**config.mk**
```make
export PLATFORM = sky130hd
export DESIGN_NAME = mem_arbiter_flat
export DESIGN_NICKNAME = d
export VERILOG_FILES = /design/src/rtl/mem_arbiter_if.sv /design/src/rtl/mem_arbiter.sv /design/src/flat_wrapper.sv
export SDC_FILE = /design/constraint.sdc
export NUM_CORES = 1
export LEC_CHECK = 0
export CORE_UTILIZATION = 40
export CTS_CLUSTER_SIZE = 20
export DETAILED_ROUTE_END_ITERATION = 10
export HOLD_SLACK_MARGIN = 0.1
export PLACE_DENSITY = 0.84
export SYNTH_ARGS = -nofsm -noshare
export SYNTH_HDL_FRONTEND = slang
export SYNTH_SLANG_ARGS = --single-unit
```
**constraint.sdc**
```tcl
create_clock -name clk -period 6.85 [get_ports clk]
set_clock_uncertainty 0.2 [all_clocks]
set_input_delay 0.685 -clock clk [delete_from_list [all_inputs] [get_ports clk]]
set_output_delay 0.685 -clock clk [all_outputs]
set_load 0.1 [all_outputs]
```
**src/rtl/mem_arbiter_if.sv**
```systemverilog
// Shared-memory arbiter bus: fetch port, data port, memory port and status.
interface mem_arbiter_if;
  logic        if_req;
  logic [31:0] if_addr;
  logic        if_ack;
  logic        if_err;
  logic [31:0] if_rdata;

  logic        d_req;
  logic        d_we;
  logic [2:0]  d_funct3;
  logic [31:0] d_addr;
  logic [31:0] d_wdata;
  logic        d_ack;
  logic        d_err;
  logic [31:0] d_rdata;

  logic        mem_req;
  logic        mem_we;
  logic [2:0]  mem_funct3;
  logic [31:0] mem_addr;
  logic [31:0] mem_wdata;
  logic        mem_ready;
  logic [31:0] mem_rdata;

  logic        busy;

  // Arbiter side: serves the two requesters and masters the memory.
  modport slave (
    input  if_req, if_addr,
    output if_ack, if_err, if_rdata,
    input  d_req, d_we, d_funct3, d_addr, d_wdata,
    output d_ack, d_err, d_rdata,
    output mem_req, mem_we, mem_funct3, mem_addr, mem_wdata,
    input  mem_ready, mem_rdata,
    output busy
  );

  // Environment side: requesters plus the memory model.
  modport master (
    output if_req, if_addr,
    input  if_ack, if_err, if_rdata,
    output d_req, d_we, d_funct3, d_addr, d_wdata,
    input  d_ack, d_err, d_rdata,
    input  mem_req, mem_we, mem_funct3, mem_addr, mem_wdata,
    output mem_ready, mem_rdata,
    input  busy
  );
endinterface

```
**src/rtl/mem_arbiter.sv**
```systemverilog
// Fixed-priority arbiter sharing one memory port between instruction fetch
// and data access, with alignment check on data and a wait-cycle timeout.
//
// state | meaning
// IDLE  | no access; requests sampled here, data wins over fetch
// FETCH | fetch access presented to memory, waiting for mem_ready
// DATA  | load/store presented to memory, waiting for mem_ready
// RESP  | one-cycle ack (and err) to the requester that was served
module mem_arbiter #(
  parameter int unsigned TIMEOUT = 16
) (
  input logic          clk,
  input logic          rst,
  mem_arbiter_if.slave bus
);

  typedef enum logic [1:0] {IDLE, FETCH, DATA, RESP} state_t;

  localparam logic [7:0] WAIT_LAST = 8'(TIMEOUT - 1);

  state_t     state;
  state_t     state_nxt;
  logic [7:0] wait_cnt;
  logic       srv_d;
  logic       d_misalign;
  logic       resp_d;
  logic       resp_err;
  logic       acc_done;

  // Byte accesses are always aligned; size code 11 is not a legal RV32I size.
  assign d_misalign = ((bus.d_funct3[1:0] == 2'b01) && bus.d_addr[0]) ||
                      ((bus.d_funct3[1:0] == 2'b10) && (bus.d_addr[1:0] != 2'b00));

  assign bus.busy = (state != IDLE);

  // State register.
  always_ff @(posedge clk) begin
    if (rst) state <= IDLE;
    else     state <= state_nxt;
  end

  // Next state plus classification of the response about to be issued.
  always_comb begin
    state_nxt = state;
    resp_d    = srv_d;
    resp_err  = 1'b0;
    acc_done  = 1'b0;
    unique case (state)
      IDLE: begin
        // Only the data port can go straight to RESP (misaligned request).
        resp_d = 1'b1;
        if (bus.d_req) begin
          if (d_misalign) begin
            state_nxt = RESP;
            resp_err  = 1'b1;
          end else begin
            state_nxt = DATA;
          end
        end else if (bus.if_req) begin
          state_nxt = FETCH;
        end
      end
      FETCH, DATA: begin
        // A ready arriving on the last allowed wait cycle still succeeds.
        if (bus.mem_ready) begin
          state_nxt = RESP;
          acc_done  = 1'b1;
        end else if (wait_cnt == WAIT_LAST) begin
          state_nxt = RESP;
          resp_err  = 1'b1;
        end
      end
      RESP:    state_nxt = IDLE;
      default: state_nxt = IDLE;
    endcase
  end

  // Captured request, memory port registers, wait counter and responses.
  always_ff @(posedge clk) begin
    if (rst) begin
      wait_cnt       <= 8'd0;
      srv_d          <= 1'b0;
      bus.mem_req    <= 1'b0;
      bus.mem_we     <= 1'b0;
      bus.mem_funct3 <= 3'b010;
      bus.mem_addr   <= 32'd0;
      bus.mem_wdata  <= 32'd0;
      bus.if_ack     <= 1'b0;
      bus.if_err     <= 1'b0;
      bus.if_rdata   <= 32'd0;
      bus.d_ack      <= 1'b0;
      bus.d_err      <= 1'b0;
      bus.d_rdata    <= 32'd0;
    end else begin
      bus.if_ack <= 1'b0;
      bus.if_err <= 1'b0;
      bus.d_ack  <= 1'b0;
      bus.d_err  <= 1'b0;

      if (state == IDLE) begin
        wait_cnt <= 8'd0;
        if (state_nxt == DATA) begin
          srv_d          <= 1'b1;
          bus.mem_req    <= 1'b1;
          bus.mem_we     <= bus.d_we;
          bus.mem_funct3 <= bus.d_funct3;
          bus.mem_addr   <= bus.d_addr;
          bus.mem_wdata  <= bus.d_wdata;
        end else if (state_nxt == FETCH) begin
          srv_d          <= 1'b0;
          bus.mem_req    <= 1'b1;
          bus.mem_we     <= 1'b0;
          bus.mem_funct3 <= 3'b010;
          bus.mem_addr   <= bus.if_addr;
          bus.mem_wdata  <= 32'd0;
        end
      end else if (!bus.mem_ready) begin
        wait_cnt <= wait_cnt + 8'd1;
      end

      if (state_nxt == RESP) begin
        bus.mem_req    <= 1'b0;
        bus.mem_we     <= 1'b0;
        bus.mem_funct3 <= 3'b010;
        bus.mem_addr   <= 32'd0;
        bus.mem_wdata  <= 32'd0;
        bus.if_ack     <= !resp_d;
        bus.if_err     <= !resp_d && resp_err;
        bus.d_ack      <= resp_d;
        bus.d_err      <= resp_d && resp_err;
        if (acc_done) begin
          if (!srv_d)            bus.if_rdata <= bus.mem_rdata;
          else if (!bus.mem_we)  bus.d_rdata  <= bus.mem_rdata;
        end
      end
    end
  end

endmodule

```
**src/flat_wrapper.sv**
```systemverilog
// flat-port wrapper written by rule: the top's interface ports become plain ports
module mem_arbiter_flat 
#(
  parameter int unsigned TIMEOUT = 16
)
  (clk, rst, bus_if_req, bus_if_addr, bus_if_ack, bus_if_err, bus_if_rdata, bus_d_req, bus_d_we, bus_d_funct3, bus_d_addr, bus_d_wdata, bus_d_ack, bus_d_err, bus_d_rdata, bus_mem_req, bus_mem_we, bus_mem_funct3, bus_mem_addr, bus_mem_wdata, bus_mem_ready, bus_mem_rdata, bus_busy);
  mem_arbiter_if bus_i ();
  input logic clk;
  input logic rst;
  input wire logic [$bits(bus_i.if_req)-1:0] bus_if_req;
  input wire logic [$bits(bus_i.if_addr)-1:0] bus_if_addr;
  output wire logic [$bits(bus_i.if_ack)-1:0] bus_if_ack;
  output wire logic [$bits(bus_i.if_err)-1:0] bus_if_err;
  output wire logic [$bits(bus_i.if_rdata)-1:0] bus_if_rdata;
  input wire logic [$bits(bus_i.d_req)-1:0] bus_d_req;
  input wire logic [$bits(bus_i.d_we)-1:0] bus_d_we;
  input wire logic [$bits(bus_i.d_funct3)-1:0] bus_d_funct3;
  input wire logic [$bits(bus_i.d_addr)-1:0] bus_d_addr;
  input wire logic [$bits(bus_i.d_wdata)-1:0] bus_d_wdata;
  output wire logic [$bits(bus_i.d_ack)-1:0] bus_d_ack;
  output wire logic [$bits(bus_i.d_err)-1:0] bus_d_err;
  output wire logic [$bits(bus_i.d_rdata)-1:0] bus_d_rdata;
  output wire logic [$bits(bus_i.mem_req)-1:0] bus_mem_req;
  output wire logic [$bits(bus_i.mem_we)-1:0] bus_mem_we;
  output wire logic [$bits(bus_i.mem_funct3)-1:0] bus_mem_funct3;
  output wire logic [$bits(bus_i.mem_addr)-1:0] bus_mem_addr;
  output wire logic [$bits(bus_i.mem_wdata)-1:0] bus_mem_wdata;
  input wire logic [$bits(bus_i.mem_ready)-1:0] bus_mem_ready;
  input wire logic [$bits(bus_i.mem_rdata)-1:0] bus_mem_rdata;
  output wire logic [$bits(bus_i.busy)-1:0] bus_busy;
  assign bus_i.if_req = bus_if_req;
  assign bus_i.if_addr = bus_if_addr;
  assign bus_if_ack = bus_i.if_ack;
  assign bus_if_err = bus_i.if_err;
  assign bus_if_rdata = bus_i.if_rdata;
  assign bus_i.d_req = bus_d_req;
  assign bus_i.d_we = bus_d_we;
  assign bus_i.d_funct3 = bus_d_funct3;
  assign bus_i.d_addr = bus_d_addr;
  assign bus_i.d_wdata = bus_d_wdata;
  assign bus_d_ack = bus_i.d_ack;
  assign bus_d_err = bus_i.d_err;
  assign bus_d_rdata = bus_i.d_rdata;
  assign bus_mem_req = bus_i.mem_req;
  assign bus_mem_we = bus_i.mem_we;
  assign bus_mem_funct3 = bus_i.mem_funct3;
  assign bus_mem_addr = bus_i.mem_addr;
  assign bus_mem_wdata = bus_i.mem_wdata;
  assign bus_i.mem_ready = bus_mem_ready;
  assign bus_i.mem_rdata = bus_mem_rdata;
  assign bus_busy = bus_i.busy;
  mem_arbiter #(.TIMEOUT(TIMEOUT)) u_core (.clk(clk), .rst(rst), .bus(bus_i));
endmodule
```
==> summary.txt <==
Timing
  • Slew Viols, Final: 0
  • Final min period: 3.54 ns
  • Finish-stage setup viols: 0
  • Final Hold Fails: 0
  • Slew headroom: 0.240
  • TNS Setup: 0 ns
  • Fraction of the cycle the final worst path needs: 0.517
  • RSZ-0062 raised after global routing: false
  • Peak Freq: 282 MHz
  • Worst slew pin tran: 1.14 ns

Logic synthesis
  • Gate count after technology mapping: 671
  • Most used DFF post-synth: dfxtp_1
  • Synth area leader: dfxtp_1
  • Number of synthesized flops with an enable pin: 0
  • Area contributors post-synth: dfxtp_1, nand2_1, a21oi_1
  • Count leader, synth: nand2_1
  • Synth top cells by count: nand2_1, dfxtp_1, a21oi_1
  • Sequential area share after synthesis: 0.512
  • Ys async rst share: 0
  • Warnings from Yosys: 0
  • Share of the synthesized area in the top cell type: 0.512
  • Synth Register Bits: 148
  • Post-synth cell types: 41
  • Mapped Avg Cell Area: 8.63 sq um
  • Post-synthesis instance area: 5790 sq um
  • Syn nets: 813

Placement
  • Hpwl dp: 12,000 um
  • Placed cells: 1,078
  • GP Congestion: 0.788
  • PortBufs: 274

Setup path
  • Largest stage delay on the critical path: slightly below 0.9 ns
  • Slowest-stage cell, CP: or3b_1
  • Crit Path Class: in2reg
  • CP top delay family: simple AND/OR/NAND/NOR gates
  • WP buf/inv: 1
  • Critical path cell sequence: clkdlybuf4s50_1 -> a41oi_1 -> nor2_1 -> or3_1 -> ha_1 -> nand3_4 -> or3b_1 -> nand2_1 -> a21oi_1
  • CP Data Required Time: ~7.0 ns
  • CP max FO: 32
  • Critical Path AT: 3.68 ns
  • CP Capture Type: register
  • Crit start category: input pin

Clock network
  • CTS root buf: clkbuf_16
  • H-tree depth: 4
  • Post-CTS Repair Setup Buffers: 0
  • Worst skew pair latency: 0.42 ns
  • Clk buf depth: 2
  • CTS tree: done
  • Post-cts sizing count: 0
  • Clk sinks: 148
  • Cts hold-fix bufs: 0
  • Clock transition at path regs: 0.06 ns
  • CTS Buf Count: 17

Global route
  • Largest net degree at the start of global routing: approximately 100
  • Initial antenna violation count: 0
  • Vias in the first global route: between 5,000 and 6,000
  • Global-route wire length before repair: between 20,000 and 30,000 um
  • Grt ovf: 0
  • Tot GR Track Use: 0.232

Layout
  • # diodes: 0
  • Synth-to-Final Area Change: 57.4%
  • Final Non-Filler Cells: 1,110
  • NumNets Final: 1,059
  • Layout cells sized above 1: 0.0634

Hold path
  • Hold WC Path Type: reg2reg

Die
  • Die W: ~120 um
  • Initial Util: 0.414
  • Die height: 122 um
  • # IOs: 275
  • Core ar.: 14,000 sq um
  • Die area: 15,000 sq um
  • Num rows: 43

Routing
  • Vias post-DR: 5,568
  • Number of vias per cell: 5.02
  • Final WL: approximately 17,000 um
  • 1st-iter DRT viols: 360
  • WL per Instance: ~16 um
  • Drt first pass iters: 4
  • DRC Markers: 0
  • ANT nets after route: 0

Pwr
  • Leakage: between 3 and 4 nW
  • Max rail drop VDD: approximately 370 uV
  • Power per cell area: 427 nW/um^2

Run status
  • Outcome: finished, final reports clean

Flow run
  • Max Cap Viol: 0
## per-stage QoR
step                setup slack [ns]  utilization  total power [mW]  hold WS, ns  area (sq um)
floorplan                       3.70            -              2.56        0.285          5790
global placement                3.05        0.610              2.96        0.238          8530
detailed placement              2.97        0.610              2.98        0.243          8530
CTS                             3.33        0.652              3.92        0.252          9120
global route                    3.17        0.652              4.05        0.270          9120
finish                          3.31        0.652              3.89        0.248          9120
## report_power, final
| group | internal, mW | switching [mW] |
|---|---|---|
| registers | 0.994 | 0.0697 |
| clock network | 0.548 | 0.376 |
| logic | 0.476 | 1.43 |
| total | 2.02 | 1.87 |
## layout by cell type, fill, tap and decap left out, types with 2 or more instances in the layout
master and count:
xnor2_1 4, nand3_1 38, nor2_1 45, xor2_1 3
nand3b_1 2, clkinv_4 3, inv_6 3, mux2i_1 33
clkinvlp_4 3, clkinv_2 3, clkbuf_16 17, a21oi_1 101
nor2b_1 2, or2_2 2, a211oi_2 10, and2_1 3
dfxtp_1 148, buf_4 6, nand2b_1 2, o21ai_0 3
a211oi_1 22, nand2_1 168, clkdlybuf4s50_1 273, inv_1 4
ha_1 4, nor3_1 3, bufinv_16 2, or3_1 2
## flip-flops by register name (all words and copies together), names as in the netlist
| signal | cells |
|---|---|
| u_core.bus.d_rdata | 32 |
| u_core.bus.mem_funct3 | 3 |
| u_core.bus.d_ack | 1 |
| u_core.bus.d_err | 1 |
| u_core.bus.mem_wdata | 32 |
| u_core.srv_d | 1 |
| u_core.bus.mem_addr | 32 |
| u_core.bus.if_ack | 1 |
| u_core.wait_cnt | 8 |
| u_core.bus.mem_req | 1 |
| u_core.state | 2 |
| u_core.bus.if_err | 1 |
| u_core.bus.if_rdata | 32 |
| u_core.bus.mem_we | 1 |
## path summary, 6_finish.rpt
path / depth (start not counted) / endpoint / start / slack (ns)
worst min-delay path: 2 / u_core.bus.mem_wdata[31] / u_core.bus.mem_wdata[31] / 0.25
worst min register to register: 2 / u_core.bus.mem_wdata[31] / u_core.bus.mem_wdata[31] / 0.25
worst max-delay path: 9 / u_core.bus.d_rdata[24] / bus_mem_ready / 3.31
worst max register to register: 11 / u_core.bus.d_rdata[24] / u_core.state[1] / 3.37
## routing by layer
metal | share of wire | track usage | vias to the layer above
met5 | 0 | 0 | -
met1 | 0.39 | 0.250 | 2564
met2 | 0.50 | 0.411 | 221
met3 | 0.091 | 0.0869 | 23
met4 | 0.017 | 0.0831 | 0
li1 | - | - | 2760
## tightest hold or removal path, delay by kind of cell, from the launching register on
family          cells  cell delay, ns
simple gates        1            0.05
flops               1            0.31
compound gates      1            0.05
## layout make-up
type                            instances  area, sq um
Clock buffer                           18          439
Multi-Input combinational cell        465         2540
Sequential cell                       148         2960
Timing Repair Buffer                  280         2780
Clock inverter                         14          150
Inverter                                5         18.8
Fill cell                            1166         4870
Tap cell                              180          225
## cell families after synthesis
family          count (synthesis)  share of synthesized area
xor+xnor                        7                     0.0106
buf+inv                        58                     0.0547
simple gates                  277                      0.203
flops                         148                      0.512
mux                            33                     0.0570
fa+ha+maj                       5                     0.0108
compound gates                143                      0.152
No activity file was read; power rests on OpenSTA's default activity.
